### config.mk
export PLATFORM = sky130hd
export DESIGN_NAME = mult_div_unit
export DESIGN_NICKNAME = d
export VERILOG_FILES = /design/src/rtl/mult_div_unit_pkg.sv /design/src/rtl/mdu_iter_core.sv /design/src/rtl/mult_div_unit.sv
export SDC_FILE = /design/constraint.sdc
export NUM_CORES = 1
export LEC_CHECK = 0
export CORE_MARGIN = 5
export CORE_UTILIZATION = 30
export DETAILED_ROUTE_END_ITERATION = 7
export PLACE_DENSITY = 0.53
export SLEW_MARGIN = 20
export SYNTH_ARGS = -nofsm -noshare
export SYNTH_HDL_FRONTEND = slang
export SYNTH_HIERARCHICAL = 1
export SYNTH_SLANG_ARGS = --single-unit
### constraint.sdc
create_clock -name clk -period 4.5 [get_ports clk]
set_input_delay 0.9 -clock clk [delete_from_list [all_inputs] [get_ports clk]]
set_output_delay 0.9 -clock clk [all_outputs]
set_load 0.02 [all_outputs]
### src/rtl/mult_div_unit_pkg.sv
// Shared types for the iterative multiply/divide unit: op encodings, FSM states, latched control.
package mult_div_unit_pkg;

  typedef enum logic [1:0] {
    MD_MULT  = 2'b00,
    MD_MULTU = 2'b01,
    MD_DIV   = 2'b10,
    MD_DIVU  = 2'b11
  } md_op_e;

  typedef enum logic [1:0] {
    S_IDLE = 2'b00,
    S_CALC = 2'b01,
    S_FIX  = 2'b10
  } mdu_state_e;

  // Operation attributes captured when start is accepted
  typedef struct packed {
    logic is_div;
    logic neg_res;
    logic neg_rem;
    logic dbz;
  } md_ctrl_t;

  function automatic logic md_is_signed(input md_op_e op);
    return (op == MD_MULT) || (op == MD_DIV);
  endfunction

  function automatic logic md_is_div(input md_op_e op);
    return (op == MD_DIV) || (op == MD_DIVU);
  endfunction

endpackage

### src/rtl/mdu_iter_core.sv
// One radix-2 step: shift-add multiply or restoring shift-subtract divide on a shared 2W accumulator.
module mdu_iter_core #(
  parameter int unsigned W = 32
) (
  input  logic [2*W-1:0] i_acc,
  input  logic [W-1:0]   i_opnd,
  input  logic           i_is_div,
  output logic [2*W-1:0] o_acc,
  output logic           o_q_bit
);

  logic [W:0]   w_mul_sum;
  logic [W:0]   w_div_shift;
  logic [W-1:0] w_div_sub;
  logic [W-1:0] w_div_rem;
  logic         w_div_ge;

  // Multiply: acc = {partial product, remaining multiplier bits}
  assign w_mul_sum = {1'b0, i_acc[2*W-1:W]} + (i_acc[0] ? {1'b0, i_opnd} : '0);

  // Divide: acc = {partial remainder, remaining dividend / quotient so far}
  assign w_div_shift = {i_acc[2*W-1:W], i_acc[W-1]};
  assign w_div_ge    = (w_div_shift >= {1'b0, i_opnd});
  assign w_div_sub   = W'(w_div_shift - {1'b0, i_opnd});
  assign w_div_rem   = w_div_ge ? w_div_sub : w_div_shift[W-1:0];

  always_comb begin
    o_acc   = {w_mul_sum, i_acc[W-1:1]};
    o_q_bit = 1'b0;
    if (i_is_div) begin
      o_acc   = {w_div_rem, i_acc[W-2:0], 1'b0};
      o_q_bit = w_div_ge;
    end
  end

endmodule

### src/rtl/mult_div_unit.sv
// EX-stage iterative MULT/MULTU/DIV/DIVU unit with architectural HI/LO and MTHI/MTLO writes.
module mult_div_unit
  import mult_div_unit_pkg::*;
#(
  parameter int unsigned DATA_WIDTH = 32
) (
  input  logic                  clk,
  input  logic                  reset,
  input  logic                  start,
  input  logic [1:0]            MDOp,
  input  logic [DATA_WIDTH-1:0] A,
  input  logic [DATA_WIDTH-1:0] B,
  input  logic                  MTHI,
  input  logic                  MTLO,
  output logic                  Busy,
  output logic                  Done,
  output logic [DATA_WIDTH-1:0] HI,
  output logic [DATA_WIDTH-1:0] LO
);

  localparam int unsigned W     = DATA_WIDTH;
  localparam int unsigned CNT_W = $clog2(DATA_WIDTH);

  mdu_state_e      r_state;
  logic [CNT_W-1:0] r_cnt;
  logic [2*W-1:0]  r_acc;
  logic [W-1:0]    r_opnd;
  md_ctrl_t        r_ctrl;
  logic [W-1:0]    r_hi;
  logic [W-1:0]    r_lo;
  logic            r_busy;
  logic            r_done;

  md_op_e          w_op;
  logic            w_signed;
  logic            w_is_div;
  logic            w_a_neg;
  logic            w_b_neg;
  logic [W-1:0]    w_a_mag;
  logic [W-1:0]    w_b_mag;
  md_ctrl_t        w_ctrl;
  logic [2*W-1:0]  w_acc_nxt;
  logic            w_q_bit;
  logic [2*W-1:0]  w_prod_fix;
  logic [W-1:0]    w_quo_fix;
  logic [W-1:0]    w_rem_fix;
  logic [W-1:0]    w_fix_hi;
  logic [W-1:0]    w_fix_lo;

  // Operand decode at start: magnitudes and result signs
  assign w_op     = md_op_e'(MDOp);
  assign w_signed = md_is_signed(w_op);
  assign w_is_div = md_is_div(w_op);
  assign w_a_neg  = w_signed & A[W-1];
  assign w_b_neg  = w_signed & B[W-1];
  assign w_a_mag  = w_a_neg ? -A : A;
  assign w_b_mag  = w_b_neg ? -B : B;

  always_comb begin
    w_ctrl         = '0;
    w_ctrl.is_div  = w_is_div;
    w_ctrl.neg_res = w_a_neg ^ w_b_neg;
    w_ctrl.neg_rem = w_a_neg;
    w_ctrl.dbz     = w_is_div && (B == '0);
  end

  mdu_iter_core #(
    .W(W)
  ) u_core (
    .i_acc    (r_acc),
    .i_opnd   (r_opnd),
    .i_is_div (r_ctrl.is_div),
    .o_acc    (w_acc_nxt),
    .o_q_bit  (w_q_bit)
  );

  // Sign fix-up of the unsigned magnitude result
  assign w_prod_fix = r_ctrl.neg_res ? -r_acc : r_acc;
  assign w_quo_fix  = r_ctrl.neg_res ? -r_acc[W-1:0] : r_acc[W-1:0];
  assign w_rem_fix  = r_ctrl.neg_rem ? -r_acc[2*W-1:W] : r_acc[2*W-1:W];

  always_comb begin
    w_fix_hi = w_prod_fix[2*W-1:W];
    w_fix_lo = w_prod_fix[W-1:0];
    if (r_ctrl.dbz) begin
      w_fix_hi = r_acc[2*W-1:W];
      w_fix_lo = r_acc[W-1:0];
    end else if (r_ctrl.is_div) begin
      w_fix_hi = w_rem_fix;
      w_fix_lo = w_quo_fix;
    end
  end

  always_ff @(posedge clk or negedge reset) begin
    if (!reset) begin
      r_state <= S_IDLE;
      r_cnt   <= '0;
      r_acc   <= '0;
      r_opnd  <= '0;
      r_ctrl  <= '0;
      r_hi    <= '0;
      r_lo    <= '0;
      r_busy  <= 1'b0;
      r_done  <= 1'b0;
    end else begin
      r_done <= 1'b0;
      case (r_state)
        S_IDLE: begin
          // Moves are blocked in the Done cycle so the fresh result survives
          if (!r_done) begin
            if (MTHI) r_hi <= A;
            if (MTLO) r_lo <= A;
          end
          if (start) begin
            r_ctrl <= w_ctrl;
            r_cnt  <= CNT_W'(DATA_WIDTH - 1);
            r_busy <= 1'b1;
            if (w_ctrl.dbz) begin
              r_acc   <= {A, {W{1'b1}}};
              r_opnd  <= '0;
              r_state <= S_FIX;
            end else begin
              r_acc   <= {{W{1'b0}}, (w_is_div ? w_a_mag : w_b_mag)};
              r_opnd  <= w_is_div ? w_b_mag : w_a_mag;
              r_state <= S_CALC;
            end
          end
        end
        S_CALC: begin
          // Quotient bit shifts into the LSB freed by the core
          r_acc <= w_acc_nxt | {{(2*W-1){1'b0}}, w_q_bit};
          r_cnt <= r_cnt - CNT_W'(1);
          if (r_cnt == '0) r_state <= S_FIX;
        end
        S_FIX: begin
          r_hi    <= w_fix_hi;
          r_lo    <= w_fix_lo;
          r_done  <= 1'b1;
          r_busy  <= 1'b0;
          r_state <= S_IDLE;
        end
        default: begin
          r_busy  <= 1'b0;
          r_state <= S_IDLE;
        end
      endcase
    end
  end

  assign Busy = r_busy;
  assign Done = r_done;
  assign HI   = r_hi;
  assign LO   = r_lo;

endmodule
## Word-level counts from Yosys, hierarchy flattened

Index checks and enable logic that the tools add are counted.

| storage, ports and cells | value |
|---|---|
| input port bits | 71 |
| flip-flop bits (word level) | 173 |
| bits in latches | 0 |
| memories | 0 |
| bits in read-only memories | 0 |
| output and inout port bits | 66 |
| memory bits (writable) | 0 |

| cells by class | value |
|---|---|
| order comparisons | 1 |
| multiplexer cells | 34 |
| bitwise logic cells | 5 |
| shift operators | 0 |
| multiply operators | 0 |
| reduce and logical (&&, ||, !) cells | 15 |
| equal/unequal tests | 9 |
| div/mod/pow operators | 0 |
| add/subtract/negate cells | 8 |

Operators by type and width:

| operator | count |
|---|---|
| 32-bit two-way mux | 17 |
| 64-bit two-way mux | 4 |
| 32-bit negator | 4 |
| 32-bit case mux with 2 select lines | 2 |
| 64-bit case mux with 2 select lines | 1 |
| 64-bit negator | 1 |
| 64-bit by 1-bit OR with 64-bit output | 1 |
| 32-bit by 32-bit adder with 33-bit output | 1 |
| 33-bit by 32-bit greater-or-equal comparator with 1-bit output | 1 |
| 32-bit logical NOT | 1 |
| 32-bit subtractor | 1 |
| 2-bit inequality test, second input constant | 5 |
| 5-bit case mux with 2 select lines | 1 |
| 2-bit AND reduction | 4 |
| 2-bit == test, second input constant | 3 |
| 2-bit two-way mux | 3 |
| 3-bit AND reduction | 2 |
| 5-bit logical NOT | 1 |
| 5-bit two-way mux | 1 |
| 5-bit by 1-bit subtractor with 5-bit output, second input constant | 1 |
| 2-bit logical NOT | 2 |
| 2-bit case mux with 2 select lines | 1 |
| 2-bit nonzero test | 2 |
| 1-bit two-way mux | 3 |
| other kinds (7) | 9 |

## Longest topological paths before layout

Gate-level depths: netlist (run 1).

| logic depth | value |
|---|---|
| depth in word-level cells | 8 |
| depth in mapped cells | 15 |

## Modules after synthesis

The synthesis (run 1) kept the hierarchy.

Modules (own cells, without submodules):

| module | area an instance (um^2) | instances | sequential area each (um^2) | cells each |
|---|---|---|---|---|
| mult_div_unit | 11159.5 | 1 | 4329.2 | 1336 |
| mdu_iter_core | 4724.5 | 1 | 0.0 | 679 |

## Worst setup path before layout (run 1)

OpenSTA, ideal clock, no wires.

| path | value |
|---|---|
| path type | reg-to-reg |
| start | reg r_acc[0] |
| end | reg r_acc[61] |
| setup time | 0.122 ns |
| stages on the path, launching flop included | 16 |
| path slack | 1.143 ns |
| data required time | 4.378 ns |
| buffers on the path | 2 |
| arrival | 3.235 ns |
| path through | dfrtp_1 > clkbuf_1 > and2_1 > ha_1 > clkbuf_1 > a21o_1 > a311o_1 > a221o_1 > o2bb2ai_1 > or2_1 > o41a_1 > a31o_1 > xnor2_1 > mux2i_1 > nor2_1 > o21ai_1 |

| on the way | value |
|---|---|
| longest elaborated chain between the ends | 5 |

Ends and longest elaborated chain:

| element | line | RTL |
|---|---|---|
| from (decl) | mult_div_unit.sv:26 | `logic [2*W-1:0] r_acc;` |
| from (signal assigned) | mult_div_unit.sv:119 | `r_acc <= {A, {W{1'b1}}};` |
| from (signal assigned) | mult_div_unit.sv:123 | `r_acc <= {{W{1'b0}}, (w_is_div ? w_a_mag : w_b_mag)};` |
| from (signal assigned) | mult_div_unit.sv:131 | `r_acc <= w_acc_nxt \| {{(2*W-1){1'b0}}, w_q_bit};` |
| 32-bit two-way mux | mdu_iter_core.sv:19 | `assign w_mul_sum = {1'b0, i_acc[2*W-1:W]} + (i_acc[0] ? {1'b0, i_opnd} : '0);` |
| 32-bit by 32-bit adder with 33-bit output | mdu_iter_core.sv:19 |  |
| 64-bit two-way mux | mdu_iter_core.sv:30 | `if (i_is_div) begin` |
| named net w_acc_nxt[61] | mult_div_unit.sv:42 | `logic [2*W-1:0] w_acc_nxt;` |
| 64-bit by 1-bit OR with 64-bit output | mult_div_unit.sv:131 |  |
| 64-bit case mux with 2 select lines | mult_div_unit.sv:107 | `case (r_state)` |

The timed path passes the listed nets, and every way through them passes these cells.
A chain may end at the register's enable or synchronous reset.

## Worst setup path in the final report (run 1)

| path | value |
|---|---|
| start | in A[11] |
| end | reg r_opnd[26] |

| on the way | value |
|---|---|
| longest elaborated chain between the ends | 4 |

Ends and longest elaborated chain:

| element | line | RTL |
|---|---|---|
| from (decl) | mult_div_unit.sv:11 | `input logic [DATA_WIDTH-1:0] A,` |
| 32-bit negator | mult_div_unit.sv:56 | `assign w_a_mag = w_a_neg ? -A : A;` |
| 32-bit two-way mux | mult_div_unit.sv:56 |  |
| 32-bit two-way mux | mult_div_unit.sv:124 | `r_opnd <= w_is_div ? w_b_mag : w_a_mag;` |
| 32-bit two-way mux | mult_div_unit.sv:118 | `if (w_ctrl.dbz) begin` |
| to (signal assigned) | mult_div_unit.sv:124 |  |
| to (decl) | mult_div_unit.sv:27 | `logic [W-1:0] r_opnd;` |

No other way between the ends.

==> reports/metrics.cfg, run 1 <==
[setup_path]
crit_type=in2reg
worst_ep_arrival_time_ns=4.39
cp-end-kind=flop
critPathRequiredTime_ns=4.78
cp-start-kind=primary input
ff2ff_setup_slack_ns=0.50
cp_max_fo=7

[clock_tree]
clkTransAtPathRegs_ns=0.07
clock_path_buffers=2
root_buffer=clkbuf_16
cts_setup_buffers=0
clock_sinks=173
clock_latency_ns=0.47
cts-resized-gates=0
ctsHoldBuffers=0
htreeDepth=4
cts_tree=done
tritoncts.num_buffers=17

[cells_and_area]
multiInputGateArea_um2=10800
syn2layout_area_growth_pct=19.5
final_nets=2297
regArea_um2=4330
drive_gt1_frac=0.0965
fin_util=0.361
nFillCells=5503
fin_area_um2=19000

[route]
ant_nets=0
wl_per_cell_um=25.5
drcViolationCount=0
drtIter0Drc=1833
dr.pass1.iters=5
vias=16800
wirelength_um=73000
vias_per_cell=5.87

[synth]
seq_area_frac_synth=0.273
yosys.area.top_type_share=0.273
ys.flop_type=dfrtp_1
syn_area_um2=15900
avgSynthCellArea_um2=7.88
yosys.cell_count.top_type=nand2_1
syn-num-nets=2158
syn_inst=2015
yosys_register_bits=173
synth_top_cell_by_area=dfrtp_1
synth_edf_count=0
yosysUniqueCellTypes=93
synthTopCellsByCount=nand2_1, a21oi_1, dfrtp_1, nor2_1, o21ai_0
ys_warn_count=6
synth_area_leaders=dfrtp_1, a21oi_1, ha_1
async_flop_share=1.00

[placed_design]
place_hpwl_um=56400
port-buffer-count=136
gp_routability_congestion=0.960
placed_area_um2=18400

[grt]
grtUsageTotal=0.247
grt_remaining_overflow=0
grt_max_degree=90
grt_pass1_wl_um=107000
grt_antenna_before_repair=3
grt_pass1_vias=16300

[power]
peakVddDrop_mv=0.412
finalPower_mw=16.8
leakage_nw=7.70
power.density_nw_per_um2=887

[sta]
whs_ns=0.497
hold_violations=0
final.setup_skew_ns=0.0120
fmax_ghz=0.244
setup_tns_ns=0
worstMarginPinSlew_ns=1.08
setup_violations=0
period_share=0.912
rsz0062_at_grt=false
min_period_ns=4.11
slew_headroom=0.272
slew_viol_final=0

[die]
fp.dieW_um=240
die-area_um2=57600
initial_core_util=0.302
die_h_um=240
io_pins=137
placementRows=84
core_area_um2=52600

[min_path]
hold_class=reg2reg

[job]
cap_violations=0

[status]
status=finished clean

## state kept, by name (all words and copies together), names as in the netlist
signal,count
Busy,1
Done,1
HI,32
LO,32
r_acc,64
r_cnt,5
r_ctrl,4
r_opnd,32
r_state,2
## through the flow
| step | std cells | setup slack (ns) |
|---|---|---|
| CTS | 2854 | 0.529 |
| floorplan | 2015 | 1.14 |
| global placement | 2823 | 0.158 |
| global route | 2855 | 0.235 |
| detailed placement | 2823 | 0.107 |
| finish | 2857 | 0.394 |
## where the power goes
part | internal [mW] | switching, mW | total [mW]
registers | 2.36 | 1.05 | 3.42
clock network | 0.777 | 0.735 | 1.51
logic | 4.92 | 6.98 | 11.9
total | 8.06 | 8.77 | 16.8
## cells in the final DEF (no fill, tap or decap), types with 16 or more instances in the layout
cell type / synthesis / layout
nand3_1: 25 / 25
ha_1: 70 / 70
a31oi_1: 33 / 33
clkbuf_16: 0 / 17
xnor2_1: 96 / 96
buf_4: 6 / 99
nor2_1: 168 / 168
nand2_1: 189 / 187
nor4_1: 24 / 24
xor2_1: 59 / 59
o22ai_1: 19 / 19
or3_1: 38 / 38
o21ai_1: 35 / 35
mux2_2: 34 / 34
a211oi_1: 36 / 36
mux2i_1: 68 / 68
inv_1: 72 / 71
o31ai_1: 29 / 29
nand4_1: 28 / 28
nor3_1: 50 / 50
o21ai_0: 149 / 149
and2_1: 37 / 37
a221oi_1: 16 / 16
a21oi_1: 177 / 177
dfrtp_1: 173 / 172
clkdlybuf4s50_1: 0 / 135
a21o_1: 37 / 37
nor2b_1: 36 / 35
## metal layers
metal  part of all wire  GRT usage  vias to the layer above
li1                   -          -                     7662
met1               0.44      0.334                     8327
met2               0.46      0.397                      643
met3              0.064     0.0492                      130
met4              0.035     0.0779                        0
met5                  0          0                        -
## critical path, cell delays in order
cell             delay (ns)
clkdlybuf4s50_1        0.40
buf_4                  0.21
nor3_1                 0.89
nand4_1                0.58
o31ai_1                0.44
xnor2_1                0.23
mux2i_1                0.12
o21ai_0                0.59
## layout make-up
type / count / area share
antenna: 3 / 0.000396
sequential: 173 / 0.228
clock buffer: 18 / 0.0226
timing repair buffer: 239 / 0.115
clock inverter: 13 / 0.00712
inverter: 73 / 0.0144
multi-input combinational: 1650 / 0.567
tap: 688 / 0.0454
## kinds of logic after synthesis
group	Yosys count	synth area share
AOI/OAI and AO/OA	644	0.253
xor gates and xnor gates	155	0.0855
buffers and inverters	192	0.0523
DFF	173	0.273
muxes	102	0.0670
adders and majority gates	72	0.0577
and+or+nand+nor	677	0.212
## final timing paths
kind                                       startpoint                     end  cells past startpoint
worst max-delay path                            A[11]  r_opnd[26]$_DFFE_PN0P_                      8
worst min-delay path                 Busy$_DFFE_PN0P_        Busy$_DFFE_PN0P_                      1
worst max register to register  r_opnd[1]$_DFFE_PN0P_   r_acc[63]$_DFFE_PN0P_                     13
worst min register to register       Busy$_DFFE_PN0P_        Busy$_DFFE_PN0P_                      1
max in group asynchronous                       reset  r_opnd[29]$_DFFE_PN0P_                      2
min in group asynchronous                       reset       LO[4]$_DFFE_PN0P_                      1
Power figures use the tool's default switching activity.
==> run 2, diff against run 1 <==
==> constraint.sdc (replaced) <==
create_clock -name clk -period 4.3 [get_ports clk]
set_input_delay 0.86 -clock clk [delete_from_list [all_inputs] [get_ports clk]]
set_output_delay 0.86 -clock clk [all_outputs]
set_load 0.02 [all_outputs]
==> run 2 against run 1 <==
Count of clock-buffer cells in the layout stayed put. Critical path depth up 6. Die area unchanged. Worst setup slack better by 0.13 ns. Total power up 5.9%. First-iteration DRC count fell by 12%. Critical endpoint is now r_acc[61]$_DFFE_PN0P_.
==> reports/metrics.cfg, run 2 (synthesis gave the netlist of run 1 again) <==
[status]
status=finished clean  ; unchanged

[route]
wirelength_um=71500  ; was 73000 um
vias_per_cell=5.91  ; was 5.87
drtIter0Drc=1606  ; was 1833
vias=16900  ; was 16800
dr.max_layer_used=met4  ; unchanged
wl_met3_um=4550  ; was 4650 um
drcViolationCount=0  ; unchanged
met2RoutedLength_um=32900  ; was 33800 um
dr.pass1.iters=8  ; was 5
wl_per_cell_um=24.9  ; was 25.5 um
m1WireLength_um=30600  ; was 32000 um
ant_nets=0  ; unchanged

[sta]
final.setup_skew_ns=0.0168  ; was 0.0120 ns
setup_violations=0  ; unchanged
layout_setup_ws_ns=0.523  ; was 0.394 ns
whs_ns=0.490  ; was 0.497 ns
fmax_ghz=0.265
period_share=0.878
slew_headroom=0.272  ; about the same
setup_tns_ns=0  ; unchanged
rsz0062_at_grt=false  ; unchanged
hold_violations=0  ; unchanged
worstMarginPinSlew_ns=1.09  ; was 1.08 ns
min_period_ns=3.78
slew_viol_final=0  ; unchanged

[placed_design]
port-buffer-count=136  ; unchanged
place_hpwl_um=55300  ; was 56400 um
pre_cts_ws_ns=0.568  ; was 0.107 ns
gp_routability_congestion=0.978  ; was 0.960
post-place-cells=2831  ; was 2823

[power]
peakVddDrop_mv=0.507  ; was 0.412 mV
leakage_nw=7.77  ; was 7.70 nW
power.density_nw_per_um2=933  ; was 887 nW/um2

[die]
die-area_um2=57600  ; unchanged
initial_core_util=0.302  ; unchanged
die_h_um=240  ; unchanged
fp.dieW_um=240  ; unchanged
io_pins=137  ; unchanged
core_area_um2=52600  ; unchanged
placementRows=84  ; unchanged

[setup_path]
path_cells=buf_4 -> and2_1 -> ha_1 -> a21o_1 -> a311o_1 -> a221o_1 -> o2bb2ai_1 -> or2_1 -> o41a_1 -> a31o_1 -> xnor2_1 -> mux2i_1 -> nor2_1 -> o21ai_1  ; was clkdlybuf4s50_1 -> buf_4 -> nor3_1 -> nand4_1 -> o31ai_1 -> xnor2_1 -> mux2i_1 -> o21ai_0
crit_end=r_acc[61]$_DFFE_PN0P_  ; was r_opnd[26]$_DFFE_PN0P_
critPathMaxStageDelay_ns=0.72  ; was 0.89 ns
cp_max_fo=19  ; was 7
r2r_start=r_acc[0]$_DFFE_PN0P_  ; was r_opnd[1]$_DFFE_PN0P_
crit_type=reg2reg  ; was in2reg
rr_endpoint=r_acc[61]$_DFFE_PN0P_  ; was r_acc[63]$_DFFE_PN0P_
cp-end-kind=flop  ; unchanged
ff2ff_setup_slack_ns=0.52  ; was 0.50 ns
cp-start-kind=flop  ; was primary input
cp_top_family=compound AO/OA/AOI/OAI gates  ; was simple AND/OR/NAND/NOR gates
critPathBufInv=1  ; was 2
worst_ep_arrival_time_ns=4.16  ; was 4.39 ns
ff2ff_path_depth=14  ; was 13
critPathLaunch=r_acc[0]$_DFFE_PN0P_  ; was A[11]
critical-path-slowest-cell=dfrtp_1  ; was nor3_1
cp.depth=14  ; was 8
critPathRequiredTime_ns=4.69  ; was 4.78 ns

[cells_and_area]
top_register=r_acc  ; unchanged
layout_commonest_cell=nand2_1  ; unchanged
drive_gt1_frac=0.100  ; was 0.0965
largest_reg_flops=64  ; unchanged
nFillCells=5531  ; was 5503
final_nets=2305  ; was 2297
final_cell_mix=nand2_1, a21oi_1, dfrtp_1, nor2_1, o21ai_0  ; unchanged
final_cells=2866  ; was 2857
syn2layout_area_growth_pct=20.3  ; was 19.5%

[grt]
grt_antenna_before_repair=2  ; was 3
grt_pass1_wl_um=104000  ; was 107000 um
grt_pass1_vias=16200  ; was 16300
grtUsageTotal=0.239  ; was 0.247
grt_max_degree=90  ; unchanged
grt_remaining_overflow=0  ; unchanged

[min_path]
hold_class=in2async  ; was reg2reg

[clock_tree]
root_buffer=clkbuf_16  ; unchanged
cts_setup_buffers=0  ; unchanged
cts-resized-gates=0  ; unchanged
cts_tree=done  ; unchanged
clkTransAtPathRegs_ns=0.07  ; about the same
htreeDepth=4  ; unchanged
clock_path_buffers=2  ; unchanged
tritoncts.num_buffers=17  ; unchanged
ctsHoldBuffers=0  ; unchanged
clock_latency_ns=0.46  ; was 0.47 ns
clock_sinks=173  ; unchanged

[job]
cap_violations=0  ; unchanged

run 2: cell count changes in the layout (fill, tap and decap cells not counted), sizes merged:
cell,before,now
bufinv,1,5
clkinv,6,3
buf,104,112
run 2: area by class of cell:
| cell class | count | area [um2] | area share |
|---|---|---|---|
| clock inverters | 14 | 230 | 0.0121 |
| clock buffers | 18 | 429 | 0.0225 |
| inverters | 73 | 274 | 0.0143 |
| repair buffers | 247 | 2220 | 0.116 |
| multi-input cells | 1650 | 10700 | 0.563 |
| well taps | 688 | 861 | 0.0451 |
| flip-flops and latches | 173 | 4330 | 0.227 |
| diodes | 3 | 7.51 | 0.000393 |
run 2: worst min path at each step:
stage	from	to	depth (start not counted)
6_report	reset	LO[8]$_DFFE_PN0P_	1
5_1_grt	Busy$_DFFE_PN0P_	Busy$_DFFE_PN0P_	1
4_1_cts	Busy$_DFFE_PN0P_	Busy$_DFFE_PN0P_	1
3_5_place_dp	Busy$_DFFE_PN0P_	Busy$_DFFE_PN0P_	1
3_3_place_gp	Busy$_DFFE_PN0P_	Busy$_DFFE_PN0P_	1
2_1_floorplan	r_opnd[13]$_DFFE_PN0P_	r_opnd[13]$_DFFE_PN0P_	2
run 2: worst register-to-register path, delay by kind of cell (launching register included):
family          cells  cell delay, ns
mux                 1            0.14
fa+ha+maj           1            0.27
simple gates        3            0.45
xor+xnor            1            0.12
buf+inv             1            0.29
flops               1            0.72
compound gates      7            1.72
run 2: where the power goes:
group / switching (mW) / internal [mW] / leakage, nW
Combinational: 7.16 / 5.20 / 5.41
Sequential: 1.18 / 2.47 / 2.04
Clock: 0.764 / 1.05 / 0.324
Total: 9.11 / 8.72 / 7.77
run 2: metrics by stage:
| stage | instance area, um2 | power [mW] | utilization |
|---|---|---|---|
| 3_5_place_dp | 18400 | 15.8 | 0.351 |
| 5_1_grt | 19100 | 19.1 | 0.363 |
| 6_report | 19100 | 17.8 | 0.363 |
| 4_1_cts | 19100 | 17.7 | 0.363 |
| 3_3_place_gp | 18400 | 15.8 | 0.351 |
| 2_1_floorplan | 15900 | 11.5 | - |
run 2: layer usage:
layer  vias up  GRT usage
met1      8372      0.319
met4         0     0.0997
li1       7691          -
met3       158     0.0388
met2       711      0.388
met5         -          0
